==> src/rtl/sub8_serial_if.sv <==
// rtl/sub8_serial_if.sv - request/result bundle between a controller and the serial subtractor
interface sub8_serial_if #(
    parameter int W = 8
);
    logic         start;
    logic [W-1:0] a;
    logic [W-1:0] b;
    logic         c;
    logic         busy;
    logic         done;
    logic [W-1:0] x;
    logic         r;

    modport master (output start, a, b, c, input busy, done, x, r);
    modport slave  (input start, a, b, c, output busy, done, x, r);
endinterface

==> src/rtl/sub8_serial.sv <==
// rtl/sub8_serial.sv - bit-serial W-bit subtractor X = A - B - C, LSB first, with borrow-out R
module sub8_serial #(
    parameter int W = 8
) (
    input  logic           clk_i,
    input  logic           rst_n_i,
    sub8_serial_if.slave   bus
);
    localparam int CW = $clog2(W);

    localparam logic [1:0] S_IDLE = 2'd0;
    localparam logic [1:0] S_RUN  = 2'd1;
    localparam logic [1:0] S_FIN  = 2'd2;

    logic [1:0]    state_q, state_d;
    logic [W-1:0]  sa_q, sa_d;
    logic [W-1:0]  sb_q, sb_d;
    logic [W-1:0]  acc_q, acc_d;
    logic [W-1:0]  x_q, x_d;
    logic          bw_q, bw_d;
    logic          r_q, r_d;
    logic [CW-1:0] cnt_q, cnt_d;
    logic          diff_bit;
    logic          bw_next;

    // One full-subtractor cell operating on the current LSBs of the shifting operands.
    assign diff_bit = sa_q[0] ^ sb_q[0] ^ bw_q;
    assign bw_next  = (~sa_q[0] & sb_q[0]) | (~(sa_q[0] ^ sb_q[0]) & bw_q);

    always_comb begin
        state_d = state_q;
        sa_d    = sa_q;
        sb_d    = sb_q;
        acc_d   = acc_q;
        x_d     = x_q;
        bw_d    = bw_q;
        r_d     = r_q;
        cnt_d   = cnt_q;
        case (state_q)
            S_IDLE: begin
                if (bus.start) begin
                    sa_d    = bus.a;
                    sb_d    = bus.b;
                    bw_d    = bus.c;
                    acc_d   = '0;
                    cnt_d   = '0;
                    state_d = S_RUN;
                end
            end
            S_RUN: begin
                bw_d  = bw_next;
                acc_d = {diff_bit, acc_q[W-1:1]};
                sa_d  = {1'b0, sa_q[W-1:1]};
                sb_d  = {1'b0, sb_q[W-1:1]};
                cnt_d = cnt_q + CW'(1);
                if (cnt_q == CW'(W - 1)) begin
                    x_d     = {diff_bit, acc_q[W-1:1]};
                    r_d     = bw_next;
                    state_d = S_FIN;
                end
            end
            S_FIN:   state_d = S_IDLE;
            default: state_d = S_IDLE;
        endcase
    end

    always_ff @(posedge clk_i or negedge rst_n_i) begin
        if (!rst_n_i) begin
            state_q <= S_IDLE;
            sa_q    <= '0;
            sb_q    <= '0;
            acc_q   <= '0;
            x_q     <= '0;
            bw_q    <= 1'b0;
            r_q     <= 1'b0;
            cnt_q   <= '0;
        end else begin
            state_q <= state_d;
            sa_q    <= sa_d;
            sb_q    <= sb_d;
            acc_q   <= acc_d;
            x_q     <= x_d;
            bw_q    <= bw_d;
            r_q     <= r_d;
            cnt_q   <= cnt_d;
        end
    end

    assign bus.busy = (state_q == S_RUN);
    assign bus.done = (state_q == S_FIN);
    assign bus.x    = x_q;
    assign bus.r    = r_q;
endmodule

==> src/flat_wrapper.sv <==
// flat-port wrapper written by rule: the top's interface ports become plain ports
module sub8_serial_flat 
#(
    parameter int W = 8
)
  (clk_i, rst_n_i, bus_start, bus_a, bus_b, bus_c, bus_busy, bus_done, bus_x, bus_r);
  sub8_serial_if #(.W(W)) bus_i ();
  input  logic clk_i;
  input  logic rst_n_i;
  input wire logic [$bits(bus_i.start)-1:0] bus_start;
  input wire logic [$bits(bus_i.a)-1:0] bus_a;
  input wire logic [$bits(bus_i.b)-1:0] bus_b;
  input wire logic [$bits(bus_i.c)-1:0] bus_c;
  output wire logic [$bits(bus_i.busy)-1:0] bus_busy;
  output wire logic [$bits(bus_i.done)-1:0] bus_done;
  output wire logic [$bits(bus_i.x)-1:0] bus_x;
  output wire logic [$bits(bus_i.r)-1:0] bus_r;
  assign bus_i.start = bus_start;
  assign bus_i.a = bus_a;
  assign bus_i.b = bus_b;
  assign bus_i.c = bus_c;
  assign bus_busy = bus_i.busy;
  assign bus_done = bus_i.done;
  assign bus_x = bus_i.x;
  assign bus_r = bus_i.r;
  sub8_serial #(.W(W)) u_core (.clk_i(clk_i), .rst_n_i(rst_n_i), .bus(bus_i));
endmodule
==> config.mk <==
export PLATFORM = sky130hd
export DESIGN_NAME = sub8_serial_flat
export DESIGN_NICKNAME = d
export VERILOG_FILES = /design/src/rtl/sub8_serial_if.sv /design/src/rtl/sub8_serial.sv /design/src/flat_wrapper.sv
export SDC_FILE = /design/constraint.sdc
export NUM_CORES = 1
export LEC_CHECK = 0
export CAP_MARGIN = 5
export CORE_MARGIN = 5
export CORE_UTILIZATION = 55
export CTS_CLUSTER_SIZE = 14
export DETAILED_ROUTE_END_ITERATION = 12
export GPL_ROUTABILITY_DRIVEN = 0
export PLACE_DENSITY = 0.79
export SYNTH_ARGS = -nofsm -noshare
export SYNTH_HDL_FRONTEND = slang
export SYNTH_SLANG_ARGS = --single-unit
==> constraint.sdc <==
create_clock -name clk_i -period 3.6 [get_ports clk_i]
set_clock_uncertainty 0.2 [all_clocks]
set_input_delay 0.72 -clock clk_i [delete_from_list [all_inputs] [get_ports clk_i]]
set_output_delay 0.72 -clock clk_i [all_outputs]
set_load 0.01 [all_outputs]
==> reports/metrics.csv <==
stage,metric,value,unit
sta,fin_crit_sh,74.6,%
layout,diodes,0,
logic_synthesis,synth-adder-area-share,2.43,%
layout,final-instance-count-excl-fill,216,
drt,antenna_left,0,
worst_setup_path,end_kind,primary output,
drt,initialDrtViolationCount,68,
clocking,clock_path_buffers,2,
placement,io_buffers,30,
clocking,ctsHoldBuffers,0,
sta,fin_tns_setup,0,ns
grt,grt_usage,16.7,%
sta,finalMaxSlewViolations,0,
worst_setup_path,cp.arrival,1.76,ns
logic_synthesis,synth_cell_type_count,27,
logic_synthesis,ys_seq_area_share,51.2,%
floorplan,core_area,0.00331,sq mm
clocking,cts.repair.resized,0,
sta,grt_setup_unrepaired,no,
worst_setup_path,crit_type,reg -> out,
logic_synthesis,synth_top_area_share,51.2,%
floorplan,start_util,56.1,%
drt,routed_wl,3310,um
grt,grt_pass1_wl,5800,um
power,power_density,824,mW/mm^2
hold_path,hp-class,in -> async,
placement,dp_hpwl,2280,um
worst_setup_path,cp_max_fo,31,
outcome,status,"finished, final reports clean",
worst_setup_path,cp-start-kind,flip-flop,
floorplan,die_h,68.1,um
power,p_leak,0.983,nW
layout,layout.nets,192,
logic_synthesis,synth_top_family_by_area,simple AND/OR/NAND/NOR gates,
drt,routed-via-count,1201,
sta,max_freq,372,MHz
logic_synthesis,yosys.area_share.simple,16.6,%
job,max-cap-violations,0,
drt,avgRoutedWirePerCell,15.3,um
logic_synthesis,synth-compound-area-share,16.2,%
sta,relSlewSlack,44.4,%
logic_synthesis,postSynthAreaPerCell,13.3,sq um
logic_synthesis,ys_top_cells_by_area,"dfrtp_1 51%, nor4b_2 7.3%, a211oi_2 6.7%",
clocking,clock_latency,0.35,ns
sta,period_minus_slack,2.68,ns
logic_synthesis,ys_warn_count,0,
logic_synthesis,yosys.area.top_type,dfrtp_1,
logic_synthesis,synth_area,0.00186,sq mm
grt,grt_overflow,0,
floorplan,rows,21,
drt,via_per_inst,5.56,
layout,drive_gt1_share,22.9,%
drt,firstDrtPassIters,4,
floorplan,fp.dieW,68.1,um
grt,grt_pass1_vias,1263,
grt,grt_max_degree,39,
layout,syn2layout_area_growth,22.4,%
clocking,cts_root_buf,clkbuf_4,
logic_synthesis,ys_ff_latch,38,
sta,setup_viol,0,
logic_synthesis,syn-instance-count,140,
clocking,clock-sinks,38,
sta,tightest_slew,0.833,ns
clocking,cts_inserted_buffers,5,
clocking,htree_levels,2,
drt,drc,0,
floorplan,pin_count,31,
grt,antenna_found_initial,0,
clocking,path_clk_slew,0.12,ns
worst_setup_path,required,2.68,ns
logic_synthesis,synthesis.nets,163,
power,peakVddDrop,0.407,mV
floorplan,die_area,0.00464,sq mm
layout,post-route-util,68.7,%
sta,hold_violations,0,
logic_synthesis,synthMuxAreaShare,5.93,%
logic_synthesis,synthXorXnorAreaFrac,0,%
clocking,cts_tree,done,
placement,place_inst,208,
clocking,post_cts_buffers,0,
-- cells in the final DEF, fill, tap and decap left out --
cell,synthesis,layout
dfrtp_1,38,38
fa_1,1,1
nand2b_1,3,3
nor3b_2,1,1
nor4b_1,5,5
a221oi_2,1,1
a211oi_2,10,10
bufinv_16,0,2
nor3b_1,10,10
nor4b_2,9,9
o21ba_2,1,1
mux2i_1,2,2
clkbuf_8,0,1
nand3b_1,1,1
mux2_1,8,8
inv_2,2,2
o21bai_2,1,1
clkdlybuf4s50_1,0,29
or4b_1,1,1
a221oi_1,3,3
a21oi_1,1,1
ha_1,2,2
nor2b_1,1,1
a22o_1,11,11
buf_2,5,1
inv_1,15,15
buf_4,5,4
clkbuf_4,0,5
o221a_2,1,1
-- final timing paths --
check | from | endpoint | slack, ns | cells after the start
max | u_core.state_q[1] | bus_done | 0.92 | 3
min in group clk_i | u_core.cnt_q[0] | u_core.cnt_q[0] | 0.29 | 1
max reg2reg | u_core.state_q[0] | u_core.bus.x[7] | 1.68 | 3
max in group asynchronous | rst_n_i | u_core.sa_q[2] | 2.42 | 1
min | rst_n_i | u_core.sb_q[5] | 0.25 | 1
min reg2reg | u_core.cnt_q[0] | u_core.cnt_q[0] | 0.29 | 1
-- synthesized netlist by cell type --
cell type,count
nor4b_1,5
o21ba_2,1
inv_1,15
fa_1,1
a221oi_2,1
nand2b_1,3
a21oi_1,1
nor2b_1,1
nor4b_2,9
buf_2,5
mux2i_1,2
mux2_1,8
dfrtp_1,38
ha_1,2
a211oi_2,10
a221oi_1,3
buf_6,1
o21bai_2,1
o221a_2,1
nor3b_2,1
or4b_1,1
nor3b_1,10
clkbuf_1,1
inv_2,2
a22o_1,11
nand3b_1,1
buf_4,5
-- state kept, by name (all words and copies together), names as in the netlist --
register	flops
u_core.sa_q	8
u_core.sb_q	8
u_core.acc_q	7
u_core.state_q	2
u_core.bus.x	8
u_core.bw_q	1
u_core.bus.r	1
u_core.cnt_q	3
-- final cells by class --
class                      count  area, sq um
fill                         257         1040
sequential                    38          951
multi-input combinational     73          764
timing repair buffer          34          325
inverter                      17         63.8
clock inverter                 2         60.1
tap                           46         57.6
clock buffer                   6         51.3
-- routing by layer --
layer | wire [um] | GRT usage (%) | share of wire [%] | vias to the layer above
li1 | - | - | - | 571
met1 | 1430 | 20.2 | 43 | 596
met2 | 1660 | 27.3 | 50 | 27
met3 | 177 | 5.58 | 5.3 | 7
met4 | 46 | 6.70 | 1.4 | 0
met5 | 0 | 0 | 0 | -
-- per-stage QoR --
| step | setup slack (ns) | area (sq um) | power [mW] | hold WS, ns |
|---|---|---|---|---|
| finish | 0.915 | 2270 | 1.87 | 0.254 |
| detailed placement | 1.11 | 2160 | 1.52 | 0.280 |
| floorplan | 1.73 | 1860 | 1.28 | 0.224 |
| global route | 0.810 | 2270 | 2.01 | 0.305 |
| global placement | 1.15 | 2160 | 1.48 | 0.272 |
| CTS | 0.891 | 2270 | 1.90 | 0.269 |
-- where the power goes --
group	switching, mW	total, mW	internal (mW)
clock	0.145	0.380	0.235
combinational	0.371	0.769	0.398
sequential	0.103	0.725	0.622
-- cells by family after synthesis --
family | after synthesis
AO/OA/AOI/OAI | 29
flip-flops | 38
multiplexers | 10
AND/OR/NAND/NOR | 31
adder cells (fa/ha/maj) | 3
buffers and inverters | 29
-- worst max-delay path: stages, from the launching register on --
cell and delay [ns]:
dfrtp_1 0.36, buf_4 0.33, nor2b_1 0.18, clkdlybuf4s50_1 0.54
Note: power is estimated with default switching activity, not from simulation.
